--- src/rtl/conv_pkg.sv ---
// Shared types and helpers for the convolution / pooling / requant datapath blocks.
package conv_pkg;

   localparam int unsigned DEF_DW    = 8;
   localparam int unsigned DEF_WW    = 8;
   localparam int unsigned DEF_OUT_W = 8;

   typedef enum logic [1:0] {
      IDLE  = 2'd0,
      ACCUM = 2'd1,
      OUT   = 2'd2
   } state_e;

   // Ceiling log2 for elaboration-time sizing; clog2(1) == 0.
   function automatic int unsigned clog2(input int unsigned n);
      int unsigned r;
      r = 0;
      for (int unsigned v = 1; v < n; v = v << 1) begin
         r = r + 1;
      end
      return r;
   endfunction

   // Clamp a signed value into the range of a signed width-bit number.
   function automatic logic signed [63:0] sat_signed(input logic signed [63:0] value,
                                                     input int unsigned        width);
      logic signed [63:0] hi;
      logic signed [63:0] lo;
      hi = (64'sd1 <<< (width - 1)) - 64'sd1;
      lo = ~hi;
      if (value > hi) begin
         return hi;
      end else if (value < lo) begin
         return lo;
      end
      return value;
   endfunction

endpackage

--- src/rtl/conv_shift_sat.sv ---
// Arithmetic right shift (floor), optional ReLU and signed saturation of an
// accumulator down to the output width.
module conv_shift_sat
   import conv_pkg::*;
#(
   parameter int unsigned ACC_W = 21,
   parameter int unsigned OUT_W = DEF_OUT_W,
   parameter int unsigned SH_W  = 5
) (
   input  logic [ACC_W-1:0] acc,
   input  logic [SH_W-1:0]  shift,
   input  logic             relu,
   output logic [OUT_W-1:0] res_c
);

   logic signed [ACC_W-1:0] shifted;
   logic signed [63:0]      wide;

   always_comb begin
      shifted = $signed(acc) >>> shift;
      wide    = 64'(shifted);
      if (relu && wide[63]) begin
         wide = '0;
      end
      res_c = OUT_W'(sat_signed(wide, OUT_W));
   end

endmodule

--- src/rtl/conv_kxk_mac.sv ---
// KxK signed convolution MAC: one output pixel per transaction, LANES taps per
// cycle, bias preload, shift/ReLU/saturate on the way out.
module conv_kxk_mac
   import conv_pkg::*;
#(
   parameter int unsigned KSIZE = 3,
   parameter int unsigned DW    = DEF_DW,
   parameter int unsigned WW    = DEF_WW,
   parameter int unsigned LANES = 1,
   parameter int unsigned BW    = 16,
   parameter int unsigned ACC_W = DW + WW + clog2(KSIZE * KSIZE) + 1,
   parameter int unsigned OUT_W = DEF_OUT_W,
   parameter int unsigned SH_W  = 5
) (
   input  logic                        clk,
   input  logic                        rst,
   input  logic                        in_valid,
   output logic                        in_ready,
   input  logic [KSIZE*KSIZE*DW-1:0]   in_data,
   input  logic [KSIZE*KSIZE*WW-1:0]   in_weight,
   input  logic [BW-1:0]               in_bias,
   input  logic [SH_W-1:0]             in_shift,
   input  logic                        in_relu,
   output logic                        out_valid,
   input  logic                        out_ready,
   output logic [OUT_W-1:0]            out_data
);

   localparam int unsigned NTAP   = KSIZE * KSIZE;
   localparam int unsigned STEPS  = (NTAP + LANES - 1) / LANES;
   localparam int unsigned NPAD   = STEPS * LANES;
   localparam int unsigned STEP_W = (clog2(STEPS) > 0) ? clog2(STEPS) : 1;
   localparam int unsigned PW     = DW + WW;

   state_e                  state_q, state_d;
   logic [ACC_W-1:0]        acc_q, acc_d;
   logic [STEP_W-1:0]       step_q, step_d;
   logic [NPAD*DW-1:0]      data_q, data_d;
   logic [NPAD*WW-1:0]      weight_q, weight_d;
   logic [SH_W-1:0]         shift_q, shift_d;
   logic                    relu_q, relu_d;
   logic                    out_valid_q, out_valid_d;
   logic [OUT_W-1:0]        out_data_q, out_data_d;

   logic [ACC_W-1:0]        lane_ext [LANES];
   logic [ACC_W-1:0]        lane_sum;
   logic [ACC_W-1:0]        acc_sum;
   logic [OUT_W-1:0]        res_c;

   // Lanes always read the low LANES taps; the tap registers shift down each step,
   // and the zero padding above NTAP makes the ragged final step contribute nothing.
   for (genvar l = 0; l < LANES; l++) begin : g_lane
      logic signed [DW-1:0] a;
      logic signed [WW-1:0] b;
      logic signed [PW-1:0] p;
      assign a           = data_q[l*DW +: DW];
      assign b           = weight_q[l*WW +: WW];
      assign p           = PW'(a) * PW'(b);
      assign lane_ext[l] = ACC_W'(p);
   end

   always_comb begin
      lane_sum = '0;
      for (int l = 0; l < LANES; l++) begin
         lane_sum = lane_sum + lane_ext[l];
      end
      acc_sum = acc_q + lane_sum;
   end

   conv_shift_sat #(
      .ACC_W (ACC_W),
      .OUT_W (OUT_W),
      .SH_W  (SH_W)
   ) u_shift_sat (
      .acc   (acc_sum),
      .shift (shift_q),
      .relu  (relu_q),
      .res_c (res_c)
   );

   // Next-state and handshake logic; capture is shared by IDLE and the OUT fast path.
   always_comb begin
      state_d     = state_q;
      acc_d       = acc_q;
      step_d      = step_q;
      data_d      = data_q;
      weight_d    = weight_q;
      shift_d     = shift_q;
      relu_d      = relu_q;
      out_valid_d = out_valid_q;
      out_data_d  = out_data_q;
      in_ready    = 1'b0;

      case (state_q)
         IDLE: begin
            in_ready = 1'b1;
         end
         ACCUM: begin
            acc_d    = acc_sum;
            step_d   = step_q + STEP_W'(1);
            data_d   = data_q >> (LANES * DW);
            weight_d = weight_q >> (LANES * WW);
            if (step_q == STEP_W'(STEPS - 1)) begin
               out_data_d  = res_c;
               out_valid_d = 1'b1;
               state_d     = OUT;
            end
         end
         OUT: begin
            in_ready = out_ready;
            if (out_ready) begin
               out_valid_d = 1'b0;
               state_d     = IDLE;
            end
         end
         default: begin
            state_d = IDLE;
         end
      endcase

      if (in_valid && in_ready) begin
         data_d                  = '0;
         data_d[NTAP*DW-1:0]     = in_data;
         weight_d                = '0;
         weight_d[NTAP*WW-1:0]   = in_weight;
         shift_d                 = in_shift;
         relu_d                  = in_relu;
         acc_d                   = ACC_W'($signed(in_bias));
         step_d                  = '0;
         state_d                 = ACCUM;
      end
   end

   always_ff @(posedge clk) begin
      if (rst) begin
         state_q     <= IDLE;
         acc_q       <= '0;
         step_q      <= '0;
         data_q      <= '0;
         weight_q    <= '0;
         shift_q     <= '0;
         relu_q      <= 1'b0;
         out_valid_q <= 1'b0;
         out_data_q  <= '0;
      end else begin
         state_q     <= state_d;
         acc_q       <= acc_d;
         step_q      <= step_d;
         data_q      <= data_d;
         weight_q    <= weight_d;
         shift_q     <= shift_d;
         relu_q      <= relu_d;
         out_valid_q <= out_valid_d;
         out_data_q  <= out_data_d;
      end
   end

   assign out_valid = out_valid_q;
   assign out_data  = out_data_q;

   a_shift_legal: assert property (@(posedge clk) disable iff (rst)
      (in_valid && in_ready) |-> (32'(in_shift) < ACC_W));

endmodule

--- config.mk ---
export PLATFORM = sky130hd
export DESIGN_NAME = conv_kxk_mac
export DESIGN_NICKNAME = d
export VERILOG_FILES = /design/src/rtl/conv_pkg.sv /design/src/rtl/conv_shift_sat.sv /design/src/rtl/conv_kxk_mac.sv
export SDC_FILE = /design/constraint.sdc
export NUM_CORES = 1
export LEC_CHECK = 0
export CAP_MARGIN = 10
export CELL_PAD_IN_SITES_DETAIL_PLACEMENT = 0
export CELL_PAD_IN_SITES_GLOBAL_PLACEMENT = 2
export CORE_ASPECT_RATIO = 1.75
export CORE_MARGIN = 2
export CORE_UTILIZATION = 35
export CTS_BUF_LIST = sky130_fd_sc_hd__clkbuf_16
export DETAILED_ROUTE_END_ITERATION = 12
export MAX_ROUTING_LAYER = met4
export PLACE_DENSITY = 0.84
export REMOVE_ABC_BUFFERS = 1
export SYNTH_ARGS = -nofsm -noshare
export SYNTH_HDL_FRONTEND = slang
export SYNTH_SLANG_ARGS = --single-unit
export TNS_END_PERCENT = 20
--- constraint.sdc ---
create_clock -name clk -period 18.8 [get_ports clk]
set_input_delay 5.64 -clock clk [delete_from_list [all_inputs] [get_ports clk]]
set_output_delay 5.64 -clock clk [all_outputs]
set_load 0.005 [all_outputs]
; ---- Word level (Yosys, flattened, before mapping)
; Index checks and enable logic that the tools add are counted.
[totals]
ff_bits = 186
latch_bits = 0
ram_bits = 0
rom_bits = 0
output_inout_bits = 10
elab_cells = 55
n_memories = 0
[classes]
addsub = 2
n_mul = 1
n_div = 0
n_lt_le_gt_ge = 2
n_eq_ne = 8
shift = 1
muxes = 20
n_bitwise = 1
n_reduce_logical = 10
[op_table]
columns = op, n
row1 = $mux 72, 4
row2 = $gt 64x8->1 const B, 1
row3 = $lt 64x8->1 const B, 1
row4 = $mux 64, 1
row5 = $mux 21, 2
row6 = $mux 8, 3
row7 = $add 21x21->21, 1
row8 = $sshr 21x5->21, 1
row9 = $mul 8x8->16, 1
row10 = $reduce_and 3->1, 3
row11 = $ne 2x2->1 const B, 3
row12 = $ne 3x3->1 const B, 2
row13 = $pmux 2 s3, 1
row14 = $mux 1, 5
row15 = $add 4x1->4 const B, 1
row16 = $eq 4x4->1 const B, 1
row17 = $mux 2, 2
row18 = $pmux 1 s2, 2
row19 = $reduce_bool 2->1, 2
row20 = $eq 2x1->1 const B, 1
row21 = $eq 2x2->1 const B, 1
row22 = $logic_and 1x1->1, 2
row23 = $logic_not 2->1, 1
row24 = $reduce_and 2->1, 1
row25 = 2 further kinds, 2

; ---- Logic depth before layout (Yosys ltp)
; Gate-level depths: netlist (run 1).
[depth]
ltp_word = 9
mapped_depth = 38

; ---- Cells and area by module
; Synthesis (run 1) repeated with hierarchy kept, for this count alone.
[unflattened]
cells_unflattened = 1416
hier_area_um2 = 12097.9
[modules_own_cells]
columns = mod, n_inst, cells_each, area_per_inst_um2, seq_area_each_um2
row1 = conv_kxk_mac, 1, 1264, 10696.5, 3723.6
row2 = conv_shift_sat, 1, 152, 1401.3, 0.0

; ---- Worst setup path after synthesis (run 1)
; No wires, ideal clock.
[synth_path]
path_kind = input-to-output
startpoint = input out_ready
endpoint = output in_ready
arrival_ns = 5.902
required_time_ns = 13.160
setup_slack_ns = 7.258
stages = 2
n_path_buf = 0
path_cell_list = inv_1 > a21oi_1
[synth_between]
elab_chain_cells = 1
[synth_rtl]
columns = item, line_no
row1 = from (decl), conv_kxk_mac.sv:25  ; input logic out_ready,
row2 = $pmux 1 s2, conv_kxk_mac.sv:94  ; case (state_q)
row3 = to (decl), conv_kxk_mac.sv:18  ; output logic in_ready,
; Every way passes these cells.

; ---- Final worst setup path (run 1)
; Ends and elaborated chain as after synthesis.

==> results of run 1 <==
[cell families after synthesis]
kind of cell,after synthesis,synth area share [%]
buf+inv,209,6.539
fa+ha+maj,107,14.21
compound gates,518,27.47
mux,21,2.163
flops,186,30.08
simple gates,465,16.85
xor+xnor,34,2.698
[cells in the final DEF, fill, tap and decap left out, drive strengths merged, types with 14 or more instances in the layout]
cell / instances
a211oi: 23
a21oi: 213
a22oi: 143
and2: 30
buf: 17
clkbuf: 17
clkdlybuf4s50: 178
dfxtp: 186
fa: 56
ha: 51
inv: 101
mux2i: 14
nand2: 252
nand2b: 15
nand3: 28
nor2: 68
nor3: 23
o21ai: 43
xnor2: 22
[worst max-delay path by stage]
stage	from	endpoint
global route	out_ready	in_ready
global placement	out_ready	in_ready
detailed placement	out_ready	in_ready
finish	out_ready	in_ready
CTS	out_ready	in_ready
floorplan	out_ready	acc_q[11]
[critical path: stages]
cell and delay (ns):
clkdlybuf4s50_1 0.47, inv_1 0.05, a21oi_1 0.26, clkdlybuf4s50_1 0.56
[area by class of cell]
cell class	count	area share (%)
Timing Repair Buffer	195	12.79
Multi-Input combinational cell	1145	52.23
Tap cell	465	3.863
Clock buffer	17	2.825
Clock inverter	15	1.138
Antenna cell	7	0.1163
Inverter	93	2.318
Sequential cell	186	24.73
[through the flow]
stage               power (mW)  hold slack [ns]  setup WS [ns]  instances  util (%)
global route             1.309           0.4727          6.074       2122     42.94
CTS                      1.251           0.4573          6.165       2116     42.89
global placement        0.8712           0.4409          6.191       2084     41.19
finish                   1.238           0.4540          6.173       2123     42.94
floorplan               0.7227           0.4300          4.141       1424         -
detailed placement      0.8734           0.4462          6.163       2084     41.19
[flip-flops by register name (all words and copies together) (netlist names), 2 cells and up]
signal and flops:
data_q 72, acc_q 21, state_q 2, shift_q 5
out_data 8, weight_q 72, step_q 4
[cells in the mapped netlist (6+ instances only)]
master	count	area, um^2
nand2_1	251	942.2
a21oi_1	211	1056
dfxtp_1	186	3724
a22oi_1	143	1074
clkbuf_1	97	364.1
inv_1	91	341.6
nor2_1	68	255.2
fa_1	56	1121
ha_1	51	638.1
o21ai_0	36	180.2
and2_1	30	187.7
nand3_1	28	140.1
nor3_1	23	115.1
a211oi_1	22	165.2
xnor2_1	21	183.9
nand2b_1	15	93.84
mux2i_1	14	140.1
a221oi_1	11	96.34
nand4_1	11	68.82
a21o_1	10	75.07
xor2_1	10	87.58
nor4_1	9	56.30
o211ai_1	9	67.56
buf_2	8	40.04
buf_1	7	26.28
o21ai_1	6	30.03
[metal layers]
layer / track usage (%) / vias to the layer above
met2: 36.75 / 298
met5: - / -
met1: 24.87 / 5488
met3: 3.676 / 72
met4: 9.626 / 0
li1: - / 5675
[power by group through the flow]
stage | clock network [mW] | registers, mW | logic, mW
after floorplan | 0 | 0.448 | 0.275
after global placement | 0 | 0.452 | 0.420
after detailed placement | 0 | 0.452 | 0.421
after CTS | 0.384 | 0.443 | 0.423
after global routing | 0.396 | 0.447 | 0.466
final | 0.370 | 0.443 | 0.425
==> metrics.md, run 1 <==
| Metric | Value |
|---|---|
| Outcome | finished clean |
| Sequential Power Share | 35.8% |
| LEAKAGE | 5.573 nW |
| RSZ-0062 raised after global routing | no |
| Row count | 91 |
| Vias in the first global route | 11163 |
| Combinational share of power | 34.3% |
| Max Slew Vio Count | 0 |
| Number of filler instances in the final layout | 3714 |
| HP Class | reg -> reg |
| Area growth syn-to-layout | 21.64% |
| CTS buffer count | 17 |
| Synth unique cells | 87 |
| Switch share | 37.85% |
| Worst R2R End | out_data[6] |
| Top Layer Used | met4 |
| CTS tree | done |
| Final WL | 39290 um |
| FF/Latch Area | 3724 um^2 |
| IO Count | 180 |
| Int Pwr | 0.7694 mW |
| Crit path kind | in -> out |
| PwrDens | 82.20 nW/um^2 |
| Tcrit/Tclk final | 67.16% |
| DP Area | 14450 um^2 |
| Met2 wire length | 20190 um |
| Worst EP required | 13.16 ns |
| Clock Latency Late Sink | 0.46 ns |
| DIE WIDTH | 146.2 um |
| Post-CTS sizing | 0 |
| Clk pwr share | 29.9% |
| Via density per instance | 5.432 |
| R2r startpoint | data_q[2] |
| Final nets | 1915 |
| Avg WL per Cell | 18.51 um |
| M1 wire length | 15920 um |
| Max Cap Viol | 0 |
| GR Util All Layers | 21.56% |
| Hpwl dp | 28090 um |
| Sequential element share of the synthesized area | 30.08% |
| Vias | 11533 |
| DR iter-0 viols | 757 |
| Synth warnings | 0 |
| CTS max path bufs | 2 |
| VDD IR max | 68.73 uV |
| Worst-margin pin slew | 0.9618 ns |
| Initial core utilization | 35.30% |
| Mapped Cells | 1540 |
| CP Capture Type | primary output |
| Switching Power | 0.4685 mW |
| FF+latch count, synth | 186 |
| Post-Syn Area | 12380 um^2 |
| Die Ht | 252.8 um |
| Ratio of cells with drive above 1 in the final layout | 4.846% |
| HP Start | data_q[31] |
| Setup TNS Final | 0 ns |
| Final ANT Viol Nets | 0 |
| CP Max Fanout | 4 |
| Antenna violations before repair | 6 |
| DR pass1 iterations | 5 |
| CTS Hold Bufs | 0 |
| Max-slew headroom | 35.88% |
| Clock Skews | 0.01480 ns |
| Largest net degree at the start of global routing | 154 |
| R2R Setup Slk | 9.70 ns |
| Fmax achieved | 79.20 MHz |
| Prevailing post-synth register cell | dfxtp_1 |
| Layout Cell Area excl Fill | 15060 um^2 |
| Avg Cell Area, Syn | 8.039 um^2 |
| Reg clk slew, reported paths | 0.07 ns |
| Total gr overflow | 0 |
| H-tree depth | 4 |
| Final setup fails | 0 |
| Full die area | 36950 um^2 |
| Critical Path Start Type | input port |
| Worst hold stages | 2 |
| Post-CTS setup buffers | 0 |
| GP Congestion | 0.8905 |
| Post-synth EDFFs | 0 |
| FFs w/ async S/R, synth | 0% |
| Hold Path Sink | data_q[31] |
| Reg2reg path depth | 32 |
| CP arrival | 6.99 ns |
| Area of the multi-input gates | 7865 um^2 |
| Metal3 WL | 1716 um |
| First-pass GRT wire length | 61270 um |
| Remaining DRCs | 0 |
| Port buffer count | 179 |
| Min cycle time layout | 12.63 ns |
| Core ar. | 35070 um^2 |
| Num Clock Sinks | 186 |
| Fin. Hold Viols | 0 |
| Root Driver | clkbuf_16 |
No activity file was read; power rests on OpenSTA's default activity.
==> run 2, diff against run 1 <==
--- a/config.mk
+++ b/config.mk
@@ -10,11 +10,11 @@
 export CELL_PAD_IN_SITES_GLOBAL_PLACEMENT = 2
 export CORE_ASPECT_RATIO = 1.75
 export CORE_MARGIN = 2
-export CORE_UTILIZATION = 35
+export CORE_UTILIZATION = 30
 export CTS_BUF_LIST = sky130_fd_sc_hd__clkbuf_16
 export DETAILED_ROUTE_END_ITERATION = 12
 export MAX_ROUTING_LAYER = met4
-export PLACE_DENSITY = 0.84
+export PLACE_DENSITY = 0.76
 export REMOVE_ABC_BUFFERS = 1
 export SYNTH_ARGS = -nofsm -noshare
 export SYNTH_HDL_FRONTEND = slang
==> constraint.sdc (replaced) <==
create_clock -name clk -period 11.1 [get_ports clk]
set_input_delay 3.33 -clock clk [delete_from_list [all_inputs] [get_ports clk]]
set_output_delay 3.33 -clock clk [all_outputs]
set_load 0.005 [all_outputs]
==> run 2 against run 1 <==
Clock power is 75% higher. Worst hold slack better by 0.0016 ns. First-iteration DRC count is 3.6% higher. Die area is 16% higher. Routed wire length is 8.4% higher. Global-route usage is 1.1 points lower. Sequential cell count stayed put. Largest power group unchanged. Design area is 0.88% higher. Register-to-register slack worse by 7.4 ns. Utilization is 5.7 points lower. Cell count is 4.1% higher. Combinational power is 72% higher.
==> metrics.md, run 2 (same netlist as run 1, synthesis figures left out) <==
| Metric | Value |
|---|---|
| H-tree depth | 4 (unchanged) |
| CTS Hold Bufs | 0 (unchanged) |
| CP Max Fanout | 14 (was 4) |
| Top Registers | data_q: 72 flops, weight_q: 72 flops, acc_q: 21 flops (unchanged) |
| Final setup fails | 0 (unchanged) |
| Reg clk slew, reported paths | 0.08 ns (was 0.07 ns) |
| Crit path kind | reg -> reg (was in -> out) |
| Final ANT Viol Nets | 0 (unchanged) |
| Largest net degree at the start of global routing | 154 (unchanged) |
| CP peak stage delay | 0.91 ns (was 0.56 ns) |
| Total gr overflow | 0 (unchanged) |
| VDD IR max | 101.0 uV (was 68.73 uV) |
| GR Util All Layers | 20.43% (was 21.56%) |
| Antenna violations before repair | 7 (was 6) |
| RSZ-0062 raised after global routing | no (unchanged) |
| LEAKAGE | 5.580 nW (was 5.573 nW) |
| PwrDens | 140.0 nW/um^2 (was 82.20 nW/um^2) |
| Vias | 11658 (was 11533) |
| Max-slew headroom | 26.61% (was 35.88%) |
| Initial core utilization | 30.32% (was 35.30%) |
| Most common library cell in the layout ignoring fill and taps | nand2_1 (unchanged) |
| Remaining DRCs | 0 (unchanged) |
| GP Congestion | 0.9235 (was 0.8905) |
| Full die area | 42970 um^2 (was 36950 um^2) |
| Most frequent cells in the layout | nand2_1 (251), a21oi_1 (211), dfxtp_1 (186) (unchanged) |
| R2r startpoint | weight_q[3] (was data_q[2]) |
| CP Buf/Inv Count | 4 (was 3) |
| Hpwl dp | 31160 um (was 28090 um) |
| Clock Skews | 0.02109 ns (was 0.01480 ns) |
| R2R Setup Slk | 2.29 ns (was 9.70 ns) |
| Via density per instance | 5.278 (was 5.432) |
| Max Slew Vio Count | 0 (unchanged) |
| Fmax achieved | 113.5 MHz |
| CTS tree | done (unchanged) |
| Critical Path Start Type | register (was input port) |
| Vias in the first global route | 11523 (was 11163) |
| Row count | 98 (was 91) |
| Ratio of cells with drive above 1 in the final layout | 4.964% (was 4.846%) |
| Setup TNS Final | 0 ns (unchanged) |
| CTS max path bufs | 2 (unchanged) |
| Num Clock Sinks | 186 (unchanged) |
| Max Cap Viol | 0 (unchanged) |
| CP arrival | 9.14 ns (was 6.99 ns) |
| Core ar. | 40830 um^2 (was 35070 um^2) |
| Post-CTS setup buffers | 0 (unchanged) |
| Final WL | 42580 um (was 39290 um) |
| Final nets | 1916 (was 1915) |
| Die Ht | 272.7 um (was 252.8 um) |
| DIE WIDTH | 157.6 um (was 146.2 um) |
| Outcome | finished clean (unchanged) |
| CTS buffer count | 17 (unchanged) |
| Delay-heaviest family, CP | compound AO/OA/AOI/OAI gates (was buffers and inverters) |
| CP Capture Type | register (was primary output) |
| Min cycle time layout | 8.808 ns |
| Tcrit/Tclk final | 79.35% |
| Root Driver | clkbuf_16 (unchanged) |
| Critical Path Source | weight_q[3] (was out_ready) |
| Worst-path cell with the longest stage delay | a211oi_1 (was clkdlybuf4s50_1) |
| Post-CTS sizing | 0 (unchanged) |
| DR iter-0 viols | 784 (was 757) |
| Worst-margin pin slew | 1.094 ns (was 0.9618 ns) |
| HP Start | data_q[48] (was data_q[31]) |
| First-pass GRT wire length | 65610 um (was 61270 um) |
| Worst EP required | 11.44 ns (was 13.16 ns) |
| Fin. Hold Viols | 0 (unchanged) |
| DR pass1 iterations | 5 (unchanged) |
| Port buffer count | 179 (unchanged) |
| Clock Latency Late Sink | 0.46 ns (about the same) |
| Total power | 2.127 mW (was 1.238 mW) |
| Area growth syn-to-layout | 22.71% (was 21.64%) |
| HP Class | reg -> reg (unchanged) |
| IO Count | 180 (unchanged) |
| Avg WL per Cell | 19.27 um (was 18.51 um) |
## run 2: path summary, 6_finish.rpt
check                     end  cells after the start
setup / recovery  out_data[5]                     26
hold / removal     data_q[48]                      2
setup reg to reg  out_data[5]                     26
hold reg to reg    data_q[48]                      2
## run 2: report_power, final
part	switching, mW	internal, mW	total [mW]	leakage [nW]
Combinational	0.449	0.283	0.732	3.76
Sequential	0.0347	0.715	0.750	1.53
Clock	0.336	0.310	0.646	0.298
Total	0.819	1.31	2.13	5.58
## run 2: layout make-up
type,instances,area [um^2]
fillers,4334,25640
multi-input cells,1145,7865
flip-flops and latches,186,3724
repair buffers,196,1933
well taps,550,688.2
clock buffers,17,425.4
inverters,93,349.1
clock inverters,15,190.2
diodes,7,17.52
## run 2: per-layer routing
layer | GRT usage (%) | vias up | share of wire, %
li1 | - | 5684 | -
met1 | 23.02 | 5585 | 39
met2 | 34.84 | 311 | 52
met3 | 3.425 | 78 | 4.2
met4 | 9.785 | 0 | 4.2
met5 | - | - | 0
## run 2: per-stage QoR
stage	hold slack, ns	area, um^2	instances	setup slack (ns)	utilization [%]
2_1_floorplan	0.4300	11920	1424	-2.513	-
3_3_place_gp	0.4416	14560	2170	2.498	35.66
3_5_place_dp	0.4462	14560	2170	2.387	35.66
4_1_cts	0.4582	15170	2202	2.359	37.16
5_1_grt	0.4763	15190	2209	1.818	37.21
6_report	0.4556	15190	2209	2.292	37.21
## run 2: worst reg2reg max path, cell delays in order (launching register included)
cell,delay (ns)
dfxtp_1,0.41
and2_1,0.25
fa_1,0.70
inv_1,0.14
fa_1,0.56
inv_1,0.06
fa_1,0.50
inv_1,0.05
fa_1,0.50
inv_1,0.04
ha_1,0.33
or3_1,0.36
o21ai_0,0.11
a31oi_2,0.08
xnor2_2,0.48
ha_1,0.49
a211oi_1,0.28
o21bai_1,0.21
o31ai_2,0.47
nor3_1,0.13
a211oi_1,0.92
o32ai_1,0.16
a2111oi_0,0.50
nand4_1,0.23
o31ai_4,0.36
nand2_2,0.12
o221a_1,0.25
==> run 3, diff against run 2 <==
--- a/config.mk
+++ b/config.mk
@@ -10,11 +10,11 @@
 export CELL_PAD_IN_SITES_GLOBAL_PLACEMENT = 2
 export CORE_ASPECT_RATIO = 1.75
 export CORE_MARGIN = 2
-export CORE_UTILIZATION = 30
+export CORE_UTILIZATION = 33
 export CTS_BUF_LIST = sky130_fd_sc_hd__clkbuf_16
 export DETAILED_ROUTE_END_ITERATION = 12
 export MAX_ROUTING_LAYER = met4
-export PLACE_DENSITY = 0.76
+export PLACE_DENSITY = 0.8
 export REMOVE_ABC_BUFFERS = 1
 export SYNTH_ARGS = -nofsm -noshare
 export SYNTH_HDL_FRONTEND = slang
==> constraint.sdc (replaced) <==
create_clock -name clk -period 8.4 [get_ports clk]
set_input_delay 2.52 -clock clk [delete_from_list [all_inputs] [get_ports clk]]
set_output_delay 2.52 -clock clk [all_outputs]
set_load 0.005 [all_outputs]
==> run 3 against run 2 <==
Design area increased by 0.55%. Global-route usage is 1.9 points higher. Register-to-register slack worse by 1.9 ns. Critical path type unchanged. Critical endpoint unchanged. Largest cell class unchanged.
==> metrics.md, run 3 (same netlist as run 1, synthesis figures left out) <==
| Metric | Value |
|---|---|
| Outcome | finished clean (unchanged) |
| Sequential Power Share | 34.5% (was 35.2%) |
| Max Cap Viol | 0 (unchanged) |
| Critical Path Start Type | register (unchanged) |
| Switching Power | 1.092 mW (was 0.8195 mW) |
| Most common library cell in the layout ignoring fill and taps | nand2_1 (unchanged) |
| Fin. Hold Viols | 0 (unchanged) |
| CP arrival | 8.34 ns (was 9.14 ns) |
| IO Count | 180 (unchanged) |
| CP dominant cell by count | a21o_1 |
| Pre-CTS setup slack | -0.2315 ns (was 2.387 ns) |
| Final nets | 1925 (was 1916) |
| DR pass1 iterations | 5 (unchanged) |
| CTS Hold Bufs | 0 (unchanged) |
| Port buffer count | 179 (unchanged) |
| Vias in the first global route | 11428 (was 11523) |
| Antenna violations before repair | 3 (was 7) |
| Worst-path cell with the longest stage delay | fa_1 (was a211oi_1) |
| Min setup slack post-route | 0.4024 ns (was 2.292 ns) |
| DR iter-0 viols | 625 (was 784) |
| First-pass GRT wire length | 65610 um (about the same) |
| Combinational share of power | 35.4% (was 34.4%) |
| Initial core utilization | 33.56% (was 30.32%) |
| Clk pwr share | 30.1% (was 30.4%) |
| Total gr overflow | 0 (unchanged) |
| Top Registers | data_q: 72 flops, weight_q: 72 flops, acc_q: 21 flops (unchanged) |
| Row count | 93 (was 98) |
| GP Congestion | 0.9457 (was 0.9235) |
| Hpwl dp | 30610 um (was 31160 um) |
| Ratio of cells with drive above 1 in the final layout | 6.984% (was 4.964%) |
| Clock Latency Late Sink | 0.46 ns (about the same) |
| Layout Cell Area excl Fill | 15280 um^2 (was 15190 um^2) |
| Remaining DRCs | 0 (unchanged) |
| DP Area | 14500 um^2 (was 14560 um^2) |
| Root Driver | clkbuf_16 (unchanged) |
| Max-slew headroom | 25.21% (was 26.61%) |
| Tcrit/Tclk final | 95.21% (was 79.35%) |
| VDD IR max | 156.5 uV (was 101.0 uV) |
| Final Util | 41.41% (was 37.21%) |
| Delay-heaviest family, CP | compound AO/OA/AOI/OAI gates (unchanged) |
| CP peak stage delay | 0.56 ns (was 0.91 ns) |
| CP Max Fanout | 11 (was 14) |
| Fmax achieved | 125.0 MHz (was 113.5 MHz) |
| Worst EP required | 8.75 ns (was 11.44 ns) |
| Final ANT Viol Nets | 0 (unchanged) |
| HP Class | reg -> reg (unchanged) |
| Die Ht | 260.2 um (was 272.7 um) |
| Clock Skews | 0.01344 ns (was 0.02109 ns) |
| Core ar. | 36890 um^2 (was 40830 um^2) |
| Largest net degree at the start of global routing | 150 (was 154) |
| CTS buffer count | 17 (unchanged) |
| Setup TNS Final | 0 ns (unchanged) |
| Max Slew Vio Count | 0 (unchanged) |
| LEAKAGE | 5.652 nW (was 5.580 nW) |
| Most frequent cells in the layout | nand2_1 (251), a21oi_1 (211), clkdlybuf4s50_1 (178) (was nand2_1 (251), a21oi_1 (211), dfxtp_1 (186)) |
| CP Capture Type | register (unchanged) |
| Int Pwr | 1.786 mW (was 1.308 mW) |
| Via density per instance | 5.441 (was 5.278) |
| Num Clock Sinks | 186 (unchanged) |
| Full die area | 39140 um^2 (was 42970 um^2) |
| Final setup fails | 0 (unchanged) |
| Crit path kind | reg -> reg (unchanged) |
| H-tree depth | 4 (unchanged) |
| Final WL | 42380 um (was 42580 um) |
| DIE WIDTH | 150.4 um (was 157.6 um) |
| Worst-margin pin slew | 1.122 ns (was 1.094 ns) |
| GR Util All Layers | 22.29% (was 20.43%) |
| Switch share | 37.93% (was 38.52%) |
| Vias | 11638 (was 11658) |
| CTS max path bufs | 2 (unchanged) |
| Area growth syn-to-layout | 23.39% (was 22.71%) |
| CP Buf/Inv Count | 2 (was 4) |
| CTS tree | done (unchanged) |
| Min cycle time layout | 7.998 ns (was 8.808 ns) |
| Avg WL per Cell | 19.81 um (was 19.27 um) |
| PwrDens | 188.4 nW/um^2 (was 140.0 nW/um^2) |
| Reg clk slew, reported paths | 0.08 ns (about the same) |
==> run 3: layout make-up <==
type	instances	area (um^2)
Fill cell	3824	21610
Multi-Input combinational cell	1145	7966
Sequential cell	186	3742
Timing Repair Buffer	205	2001
Tap cell	475	594.3
Clock buffer	17	425.4
Inverter	93	349.1
Clock inverter	15	190.2
Antenna cell	3	7.507
==> run 3: worst reg2reg max path: cells and delay by family (launching register included) <==
| family | cells | cell delay, ns |
|---|---|---|
| AOI/OAI and AO/OA | 13 | 3.49 |
| xor gates and xnor gates | 1 | 0.15 |
| adders and majority gates | 6 | 2.57 |
| buffers and inverters | 2 | 0.10 |
| DFF | 1 | 0.48 |
| and+or+nand+nor | 7 | 1.13 |
==> run 3: final timing paths <==
kind / slack [ns] / depth (start not counted) / to / start
worst min register to register: 0.45 / 2 / data_q[24] / data_q[24]
worst min-delay path: 0.45 / 2 / data_q[24] / data_q[24]
worst max register to register: 0.40 / 29 / out_data[5] / data_q[5]
worst max-delay path: 0.40 / 29 / out_data[5] / data_q[5]
==> run 3: layer usage <==
metal,vias up,GRT usage [%],share of wire [%]
met2,260,38.50,53
met4,0,9.119,3.1
met3,67,3.333,3.8
li1,5696,-,-
met5,-,-,0
met1,5615,25.54,40
==> run 3: metrics by stage <==
| stage | std cells | power, mW | hold slack, ns |
|---|---|---|---|
| final | 2139 | 2.878 | 0.4548 |
| after CTS | 2131 | 2.873 | 0.4563 |
| after global routing | 2139 | 3.039 | 0.4731 |
| after floorplan | 1424 | 1.617 | 0.4300 |
| after detailed placement | 2099 | 1.990 | 0.4460 |
| after global placement | 2099 | 1.990 | 0.4409 |
==> run 3: repair_timing <==
action                                 4_1_cts  5_1_grt
endpoints found under the hold margin        0        0
setup endpoints to repair                    8        8
buffers inserted                             0        5
resized for setup                            3       31
pin swaps                                    0        5
==> run 3: power groups by stage <==
stage | logic, mW | registers, mW | clock network (mW)
6_report | 1.02 | 0.991 | 0.868
5_1_grt | 1.11 | 1.00 | 0.924
4_1_cts | 0.987 | 0.991 | 0.896
3_5_place_dp | 0.979 | 1.01 | 0
3_3_place_gp | 0.981 | 1.01 | 0
2_1_floorplan | 0.616 | 1.00 | 0
